--- config.mk ---
export PLATFORM = sky130hd
export DESIGN_NAME = systolic_mac_pe
export DESIGN_NICKNAME = d
export VERILOG_FILES = /design/src/rtl/systolic_pkg.sv /design/src/rtl/systolic_mac_pe_mac_lane.sv /design/src/rtl/systolic_mac_pe.sv
export SDC_FILE = /design/constraint.sdc
export NUM_CORES = 1
export LEC_CHECK = 0
export BUFFER_PORTS_ARGS = -buffer_cell sky130_fd_sc_hd__buf_2
export CORE_AREA = 2 2 106 108
export CTS_CLUSTER_SIZE = 25
export DETAILED_ROUTE_END_ITERATION = 8
export DIE_AREA = 0 0 108 110
export GPL_TIMING_DRIVEN = 0
export PLACE_DENSITY = 0.75
export SYNTH_ARGS = -nofsm -noshare
export SYNTH_HDL_FRONTEND = slang
export SYNTH_SLANG_ARGS = --single-unit
--- constraint.sdc ---
create_clock -name clk -period 6.96 [get_ports clk]
set_input_delay 1.392 -clock clk [delete_from_list [all_inputs] [get_ports clk]]
set_output_delay 1.392 -clock clk [all_outputs]
set_load 0.01 [all_outputs]
--- src/rtl/systolic_pkg.sv ---
`default_nettype none
// +------------------------------------------------------------------+
// | systolic_pkg: shared widths, control bit indices, drain markers,  |
// | frame record and lane-slice helper for the systolic MAC PE.       |
// | Revision: 1.0                                                     |
// +------------------------------------------------------------------+
package systolic_pkg;

  localparam int DEF_ELEM_W = 4;
  localparam int DEF_LANES  = 4;
  localparam int DEF_ACC_W  = 16;

  localparam int FRAME_W    = DEF_ELEM_W * DEF_LANES;
  localparam int CTRL_W     = 4;
  localparam int LANE_IDX_W = $clog2(DEF_LANES);

  localparam int CTRL_DRAIN = 3;
  localparam int CTRL_CLEAR = 2;

  localparam logic [CTRL_W-1:0] DRAIN_MARK     = 4'b1000;
  localparam logic [CTRL_W-1:0] DRAIN_MARK_SAT = 4'b1100;

  typedef struct packed {
    logic [FRAME_W-1:0] col;
    logic [CTRL_W-1:0]  col_ctrl;
    logic [FRAME_W-1:0] row;
    logic [CTRL_W-1:0]  row_ctrl;
  } frame_t;

  // Lane 0 is the first nibble on the link, i.e. the most significant one.
  function automatic logic [DEF_ELEM_W-1:0] lane_slice(
    input logic [FRAME_W-1:0]    frame,
    input logic [LANE_IDX_W-1:0] idx
  );
    return frame[(DEF_LANES - 1 - int'(idx)) * DEF_ELEM_W +: DEF_ELEM_W];
  endfunction

endpackage
`default_nettype wire

--- src/rtl/systolic_mac_pe_mac_lane.sv ---
`default_nettype none
// +------------------------------------------------------------------+
// | mac_lane: masked signed ELEM_W x ELEM_W multiply followed by a    |
// | saturating ACC_W accumulate.                  Revision: 1.0       |
// +------------------------------------------------------------------+
module mac_lane #(
  parameter int ELEM_W = 4,
  parameter int ACC_W  = 16
) (
  input  logic [ELEM_W-1:0]       a_i,
  input  logic [ELEM_W-1:0]       b_i,
  input  logic                    en_i,
  input  logic signed [ACC_W-1:0] acc_i,
  output logic signed [ACC_W-1:0] next_acc_o,
  output logic                    sat_o
);

  localparam int PROD_W = 2 * ELEM_W;
  localparam logic signed [ACC_W-1:0] ACC_MAX = {1'b0, {(ACC_W-1){1'b1}}};
  localparam logic signed [ACC_W-1:0] ACC_MIN = {1'b1, {(ACC_W-1){1'b0}}};

  logic signed [PROD_W-1:0] w_a;
  logic signed [PROD_W-1:0] w_b;
  logic signed [PROD_W-1:0] w_prod;
  logic        [ACC_W:0]    w_sum;

  always_comb begin
    w_a    = {{ELEM_W{a_i[ELEM_W-1]}}, a_i};
    w_b    = {{ELEM_W{b_i[ELEM_W-1]}}, b_i};
    w_prod = en_i ? (w_a * w_b) : '0;
    // One guard bit is enough: overflow shows as the two top bits disagreeing.
    w_sum  = {acc_i[ACC_W-1], acc_i}
           + {{(ACC_W + 1 - PROD_W){w_prod[PROD_W-1]}}, w_prod};
    sat_o  = w_sum[ACC_W] ^ w_sum[ACC_W-1];
    if (sat_o) begin
      next_acc_o = w_sum[ACC_W] ? ACC_MIN : ACC_MAX;
    end else begin
      next_acc_o = w_sum[ACC_W-1:0];
    end
  end

endmodule
`default_nettype wire

--- src/rtl/systolic_mac_pe.sv ---
`default_nettype none
// +------------------------------------------------------------------+
// | systolic_mac_pe: frame-at-a-time signed dot-product MAC, one lane |
// | per cycle, forwarding frames or draining the accumulator. Rev 1.0 |
// +------------------------------------------------------------------+
module systolic_mac_pe
  import systolic_pkg::*;
#(
  parameter int ELEM_W = DEF_ELEM_W,
  parameter int LANES  = DEF_LANES,
  parameter int ACC_W  = DEF_ACC_W
) (
  input  logic                      clk,
  input  logic                      rst_n,
  input  logic                      in_valid,
  input  logic [LANES*ELEM_W-1:0]   col_in,
  input  logic [LANES-1:0]          col_ctrl_in,
  input  logic [LANES*ELEM_W-1:0]   row_in,
  input  logic [CTRL_W-1:0]         row_ctrl_in,
  output logic                      out_valid,
  output logic [LANES*ELEM_W-1:0]   col_out,
  output logic [LANES-1:0]          col_ctrl_out,
  output logic [LANES*ELEM_W-1:0]   row_out,
  output logic [CTRL_W-1:0]         row_ctrl_out,
  output logic signed [ACC_W-1:0]   acc_q,
  output logic                      ovf_sticky,
  output logic                      err_sticky
);

  localparam int FW = LANES * ELEM_W;

  frame_t                  frame_q;
  logic                    active_q;
  logic [LANE_IDX_W-1:0]   lane_q;
  logic                    sat_q;
  logic signed [ACC_W-1:0] acc_d;

  logic                    w_last;
  logic                    w_busy;
  logic                    w_capture;
  logic                    w_drop;
  logic                    w_drain;
  logic                    w_mask;
  logic                    w_sat;
  logic                    w_frame_sat;
  logic [ELEM_W-1:0]       w_col_lane;
  logic [ELEM_W-1:0]       w_row_lane;
  logic signed [ACC_W-1:0] w_next_acc;

  mac_lane #(
    .ELEM_W (ELEM_W),
    .ACC_W  (ACC_W)
  ) u_mac_lane (
    .a_i        (w_col_lane),
    .b_i        (w_row_lane),
    .en_i       (w_mask),
    .acc_i      (acc_q),
    .next_acc_o (w_next_acc),
    .sat_o      (w_sat)
  );

  always_comb begin
    w_col_lane  = lane_slice(frame_q.col, lane_q);
    w_row_lane  = lane_slice(frame_q.row, lane_q);
    w_mask      = frame_q.col_ctrl[LANE_IDX_W'(LANES - 1) - lane_q];
    w_last      = active_q && (lane_q == LANE_IDX_W'(LANES - 1));
    // The last lane cycle accepts a new frame, giving a bubble-free cadence.
    w_busy      = active_q && !w_last;
    w_capture   = in_valid && !w_busy;
    w_drop      = in_valid && w_busy;
    w_drain     = frame_q.row_ctrl[CTRL_DRAIN];
    w_frame_sat = sat_q | w_sat;

    acc_d = acc_q;
    if (active_q) begin
      acc_d = w_next_acc;
    end
    if (w_last && w_drain) begin
      acc_d = '0;
    end
    if (w_capture && row_ctrl_in[CTRL_CLEAR]) begin
      acc_d = '0;
    end
  end

  always_ff @(posedge clk) begin
    if (!rst_n) begin
      frame_q      <= '0;
      active_q     <= 1'b0;
      lane_q       <= '0;
      sat_q        <= 1'b0;
      acc_q        <= '0;
      ovf_sticky   <= 1'b0;
      err_sticky   <= 1'b0;
      out_valid    <= 1'b0;
      col_out      <= '0;
      col_ctrl_out <= '0;
      row_out      <= '0;
      row_ctrl_out <= '0;
    end else begin
      acc_q      <= acc_d;
      ovf_sticky <= ovf_sticky | (active_q & w_sat);
      err_sticky <= err_sticky | w_drop;
      out_valid  <= w_last;

      if (w_capture) begin
        sat_q <= 1'b0;
      end else if (active_q && w_sat) begin
        sat_q <= 1'b1;
      end

      if (w_capture) begin
        active_q <= 1'b1;
        lane_q   <= '0;
      end else if (w_last) begin
        active_q <= 1'b0;
        lane_q   <= '0;
      end else if (active_q) begin
        lane_q   <= lane_q + LANE_IDX_W'(1);
      end

      if (w_last) begin
        col_out      <= frame_q.col;
        col_ctrl_out <= frame_q.col_ctrl;
        if (w_drain) begin
          row_out      <= FW'(w_next_acc);
          row_ctrl_out <= w_frame_sat ? DRAIN_MARK_SAT : DRAIN_MARK;
        end else begin
          row_out      <= frame_q.row;
          row_ctrl_out <= frame_q.row_ctrl;
        end
      end

      if (w_capture) begin
        frame_q.col      <= col_in;
        frame_q.col_ctrl <= col_ctrl_in;
        frame_q.row      <= row_in;
        frame_q.row_ctrl <= row_ctrl_in;
      end
    end
  end

endmodule
`default_nettype wire

== After elaboration in Yosys (flattened, before gate mapping) ==
Cells that the tools add are included.

* Flip-flop bits (word level): 103
* Input bits: 43
* Output and inout port bits: 59
* Word-level logic and storage cells: 53

* Add/subtract/negate cells: 4
* Multiply operators: 1
* Order comparisons: 1
* Equal/unequal tests: 1
* Shift operators: 2
* Multiplexer cells: 10
* Bitwise logic cells: 6
* Reductions and logical operators: 13

{| class="wikitable"
|+ Operators with widths
! cell !! count
|-
| $mux 16 || 3
|-
| $shiftx 16x5->4 || 2
|-
| $add 16x8->17 || 1
|-
| $mul 4x4->8 || 1
|-
| $mux 8 || 1
|-
| $logic_and 1x1->1 || 7
|-
| $reduce_or 3->1 || 2
|-
| $mux 4 || 1
|-
| $lt 2x3->1 const B || 1
|-
| $mux 1 || 3
|-
| $mux 3 || 1
|-
| $or 1x1->1 || 3
|-
| $sub 2x2->3 const A || 1
|-
| $add 2x1->2 const B || 1
|-
| $bmux 1 s2 || 1
|-
| $eq 2x2->1 const B || 1
|-
| $logic_not 1->1 || 2
|-
| $reduce_bool 2->1 || 1
|-
| $reduce_or 2->1 || 1
|-
| $sub 2x2->2 const A || 1
|-
| $and 1x1->1 || 1
|-
| $not 1->1 || 1
|-
| $xor 1x1->1 || 1
|}

== Logic depth before layout (Yosys ltp) ==
* Depth in word-level cells: 9
* Gate-level depth with buffers: 24
* Depth with buffers taken out: 21

== By module ==
From an unflattened synthesis, not the netlist that was laid out.

* Cells, all modules: 650
* Area total of the unflattened synthesis: 5799.3 um^2

{| class="wikitable"
|+ By module, submodules not included
! module !! instances !! cells each !! area each (um^2) !! sequential area each (um^2)
|-
| systolic_mac_pe || 1 || 405 || 3960.0 || 2062.0
|-
| mac_lane || 1 || 245 || 1839.3 || 0.0
|}

== Worst setup path before layout ==
No wires, ideal clock.

* Path type: register to register
* Start point: register lane_q[1]
* End point: register row_out[14]
* Library setup time: 121 ps
* Arrival time: 5989 ps
* Required time: 6839 ps
* Slack: 850 ps
* Cell stages (with the launch flop): 24
* Buffers on the path: 3
* Period minus slack after synthesis: 6110 ps
* Cell sequence: dfxtp_1 buf_1 mux4_2 nand2b_1 fa_1 fa_1 fa_1 inv_1 ha_1 fa_1 xnor2_1 nor2_1 ha_1 o21a_1 o21a_1 o22a_1 clkbuf_1 nand3_1 nand3_1 a211oi_1 or3_1 buf_6 nor2_4 a21oi_2

* Cells in the longest elaborated chain, start to end: 8
* Elaborated cells on any way between the ends: 15
* Those cells by class: 3 x add/sub; 1 x mul; 1 x eq/ne; 2 x shift; 6 x mux; 1 x bitwise; 1 x reduce/logical

{| class="wikitable"
|+ Ends and longest elaborated chain
! what !! line !! text
|-
| start, declared || systolic_mac_pe.sv:34 || <nowiki>logic [LANE_IDX_W-1:0] lane_q;</nowiki>
|-
| start signal, assigned || systolic_mac_pe.sv:119 || <nowiki>lane_q <= lane_q + LANE_IDX_W'(1);</nowiki>
|-
| $sub 2x2->3 / $sub 2x2->2 (equally long branches) || systolic_pkg.sv:35, systolic_mac_pe.sv:65 ||
|-
| $shiftx 16x5->4 / $bmux 1 s2 (equally long branches) || systolic_pkg.sv:35, systolic_mac_pe.sv:65 ||
|-
| $mul 4x4->8 / $mux 1 (equally long branches) || systolic_mac_pe_mac_lane.sv:30, systolic_mac_pe.sv:65 ||
|-
| $mux 8 || systolic_mac_pe_mac_lane.sv:30 || <nowiki>w_prod = en_i ? (w_a * w_b) : '0;</nowiki>
|-
| $add 16x8->17 || systolic_mac_pe_mac_lane.sv:33 || <nowiki>+ {{(ACC_W + 1 - PROD_W){w_prod[PROD_W-1]}}, w_prod};</nowiki>
|-
| $mux 16 / $xor 1x1->1 (equally long branches) || systolic_mac_pe_mac_lane.sv:36, systolic_mac_pe_mac_lane.sv:34 ||
|-
| $mux 16 || systolic_mac_pe_mac_lane.sv:35 || <nowiki>if (sat_o) begin</nowiki>
|-
| $mux 16 || systolic_mac_pe.sv:125 || <nowiki>if (w_drain) begin</nowiki>
|-
| end signal, assigned || systolic_mac_pe.sv:126 || <nowiki>row_out <= FW'(w_next_acc);</nowiki>
|-
| end signal, assigned || systolic_mac_pe.sv:129 || <nowiki>row_out <= frame_q.row;</nowiki>
|-
| end, declared || systolic_mac_pe.sv:23 || <nowiki>output logic [LANES*ELEM_W-1:0] row_out,</nowiki>
|}

Several ways; a longest one is shown, not always the timed one. The select of a mux whose other input is x is not followed.
A chain may end at the register's enable or synchronous reset.

== Worst setup path after layout ==
* Start point: register lane_q[0]
* End point: register row_out[7]

The elaborated chain is that of the path after synthesis.

==> impl_metrics.json <==
{
  "outcome": "complete, no violations",
  "p_leak_nw": 2.80,
  "viasPerCell": 5.84,
  "endpoint_kind": "flop",
  "wl_um": 17300,
  "synth_top_area_cell": "dfxtp_1",
  "p_comb_share_pct": 15.2,
  "crit_fanout": 10,
  "rsz0062_at_grt": "no",
  "first_pass_iters": 5,
  "synth_cell_types": 70,
  "yosys.area_share.adder_pct": 7.73,
  "power.density_nw_per_um2": 175,
  "yosys_warnings": 0,
  "final.fill_count": 982,
  "dieArea_um2": 11900,
  "skew_ns": 0.00849,
  "ir_worst_vdd_mv": 0.143,
  "grt_pass1_vias": 5114,
  "p_sw_share_pct": 27.9,
  "final_common_cell": "nand2_1",
  "cts_resized": 1,
  "drc_errors": 0,
  "htreeDepth": 3,
  "synth_compound_area_share_pct": 24.5,
  "start_util_pct": 54.5,
  "muxShareOfSynthArea_pct": 3.86,
  "synth_ff_type": "dfxtp_1",
  "grt_overflow": 0,
  "synth_area_per_cell_um2": 8.51,
  "core-area_um2": 10700,
  "clock_latency_ns": 0.36,
  "cts_buffers": 9,
  "place_inst": 925,
  "drive_above_1_share_pct": 19.5,
  "grt_max_degree": 16,
  "wl_per_cell_um": 18.4,
  "grtUsageTotal_pct": 29.3,
  "max_freq_ghz": 0.149,
  "cts_setup_buffers": 0,
  "port_buffers": 100,
  "slew_viol_final": 0,
  "synth_area_um2": 5830,
  "cp-start-kind": "flop",
  "synth_top_family_by_area": "compound AO/OA/AOI/OAI gates",
  "antennaDiodeCount": 0,
  "p_sw_mw": 0.328,
  "cts_sinks": 103,
  "placedInstanceArea_um2": 6500,
  "slew_headroom_pct": 36.9,
  "die_w_um": 108,
  "routabilityCongestion": 0.974,
  "synth_seq_cells": 103,
  "async_flop_share_pct": 0,
  "hpwl_um": 13500,
  "instances_no_fill": 941,
  "io_pins": 102,
  "first_iter_violations": 434,
  "pre_cts_ws_ns": -0.187,
  "hold_viol": 0,
  "yosys.area_share.simple_pct": 20.5,
  "netlist_instances": 685,
  "maxCapViolations": 0,
  "layout.nets": 869,
  "required_ns": 7.20,
  "clock_power_share_pct": 31.5,
  "rows": 38,
  "vias": 5499,
  "yosysSeqAreaShare_pct": 35.4,
  "yosysTopAreaCellShare_pct": 35.4,
  "cts_root_buffer": "clkbuf_8",
  "min_period_ns": 6.71,
  "p_seq_share_pct": 53.3,
  "clkTransAtPathRegs_ns": 0.09,
  "die_height_um": 110,
  "report.final.setup_viol": 0,
  "antenna_found_initial": 0,
  "internal_power_mw": 0.848,
  "cp_data_arrival_time_ns": 6.95,
  "synthToLayoutAreaGrowth_pct": 15.2,
  "hold_buffers": 0,
  "critPathKind": "reg -> reg",
  "ant_nets": 0,
  "finalCritPeriodShare_pct": 96.4,
  "clockBufferDepth": 2,
  "grt_pass1_wl_um": 26600,
  "finalPower_mw": 1.18,
  "final_util_pct": 62.7,
  "synth_edf_count": 0,
  "synth_nets": 758,
  "final_cell_area_um2": 6710,
  "synthTopCellsByArea": "dfxtp_1 (35%), nand2_1 (10%), a21boi_0 (8.1%)",
  "cts_tree": "built",
  "timing.final.ws_setup_ns": 0.251,
  "layout_common_cells": "nand2_1 (157), dfxtp_1 (103), buf_2 (101)",
  "worstMarginPinSlew_ns": 0.940,
  "hold_path.class": "reg -> reg",
  "synth_xor_area_share_pct": 3.50
}
routing by layer:
layer  GRT usage (%)  share of wire [%]  vias up
met5               0                  0        -
met4            8.79                2.0        0
met3            5.11                7.5       28
met2            48.2                 47      242
met1            39.7                 44     2602
li1                -                  -     2627
Yosys cell counts (2+ instances only):
| master | instances |
|---|---|
| buf_6 | 3 |
| a21o_1 | 12 |
| nor4b_1 | 2 |
| inv_1 | 17 |
| and2_1 | 15 |
| nor4_1 | 3 |
| mux4_2 | 8 |
| o221a_1 | 3 |
| nor3_1 | 7 |
| xor2_1 | 2 |
| o21ai_0 | 21 |
| nand3_1 | 12 |
| xnor2_1 | 16 |
| a211oi_1 | 3 |
| o31a_1 | 2 |
| clkbuf_1 | 38 |
| nand2b_1 | 3 |
| a31oi_1 | 8 |
| nand4_1 | 3 |
| o211ai_1 | 9 |
| nor2b_1 | 6 |
| nand2_1 | 157 |
| nor2_4 | 2 |
| buf_1 | 4 |
| o21bai_1 | 5 |
| or2_2 | 3 |
| a21boi_0 | 63 |
| nand2_2 | 2 |
| ha_1 | 20 |
| o311a_1 | 2 |
| o21ai_1 | 3 |
| nor2_1 | 17 |
| and3_1 | 8 |
| dfxtp_1 | 103 |
| a21oi_2 | 6 |
| o21a_1 | 9 |
| mux2i_1 | 2 |
| or4_4 | 2 |
| a21oi_1 | 31 |
| fa_1 | 10 |
| o2111ai_1 | 3 |
| or3_1 | 12 |
critical path, cell delays in order, from the launching register on:
cell and delay, ns:
dfxtp_1 0.43, buf_2 0.33, mux4_2 0.64, and2_1 0.26, fa_1 0.58, fa_1 0.44
ha_1 0.36, ha_1 0.31, a21o_1 0.16, a21oi_1 0.17, xor2_1 0.16, nor2_1 0.07
ha_1 0.26, or3_1 0.42, o21a_1 0.30, a31oi_2 0.44, a211oi_1 0.23, or3_1 0.41
buf_6 0.16, o21bai_1 0.34, a21oi_1 0.12
cells by family after synthesis:
group,Yosys count
AOI/OAI and AO/OA,197
xor gates and xnor gates,20
adders and majority gates,30
buffers and inverters,64
DFF,103
muxes,12
and+or+nand+nor,259
stage by stage:
stage	hold slack, ns	TNS, ns
after CTS	0.472	0
after global placement	0.449	-0.173
after floorplan	0.439	0
after detailed placement	0.459	-1.35
final	0.470	0
after global routing	0.493	0
final cells by class:
cell class / instances / area, um^2 / area share [%]
buffer: 46 / 201 / 3.00
tap: 140 / 175 / 2.61
inverter: 18 / 67.6 / 1.01
multi-input combinational: 518 / 3510 / 52.3
clock buffer: 14 / 183 / 2.72
sequential: 103 / 2060 / 30.7
timing repair buffer: 100 / 500 / 7.46
clock inverter: 2 / 12.5 / 0.186
path summary, 6_finish.rpt:
kind / startpoint / end / slack [ns] / cells past startpoint
setup / recovery: lane_q[0] / row_out[7] / 0.25 / 20
setup reg to reg: lane_q[0] / row_out[7] / 0.25 / 20
hold reg to reg: col_out[9] / col_out[9] / 0.47 / 2
hold / removal: col_out[9] / col_out[9] / 0.47 / 2
state kept, by name (all words and copies together) (netlist names):
| signal | cells |
|---|---|
| active_q | 1 |
| col_ctrl_out | 4 |
| ovf_sticky | 1 |
| out_valid | 1 |
| acc_q | 16 |
| frame_q | 40 |
| lane_q | 2 |
| row_out | 16 |
| row_ctrl_out | 4 |
| col_out | 16 |
| err_sticky | 1 |
| sat_q | 1 |
power by group through the flow:
stage / logic, mW / registers, mW / clock network, mW
2_1_floorplan: 0.117 / 0.635 / 0
3_3_place_gp: 0.172 / 0.639 / 0
3_5_place_dp: 0.176 / 0.640 / 0
4_1_cts: 0.177 / 0.626 / 0.374
5_1_grt: 0.195 / 0.629 / 0.396
6_report: 0.179 / 0.627 / 0.370
Note: power is estimated with default switching activity, not from simulation.
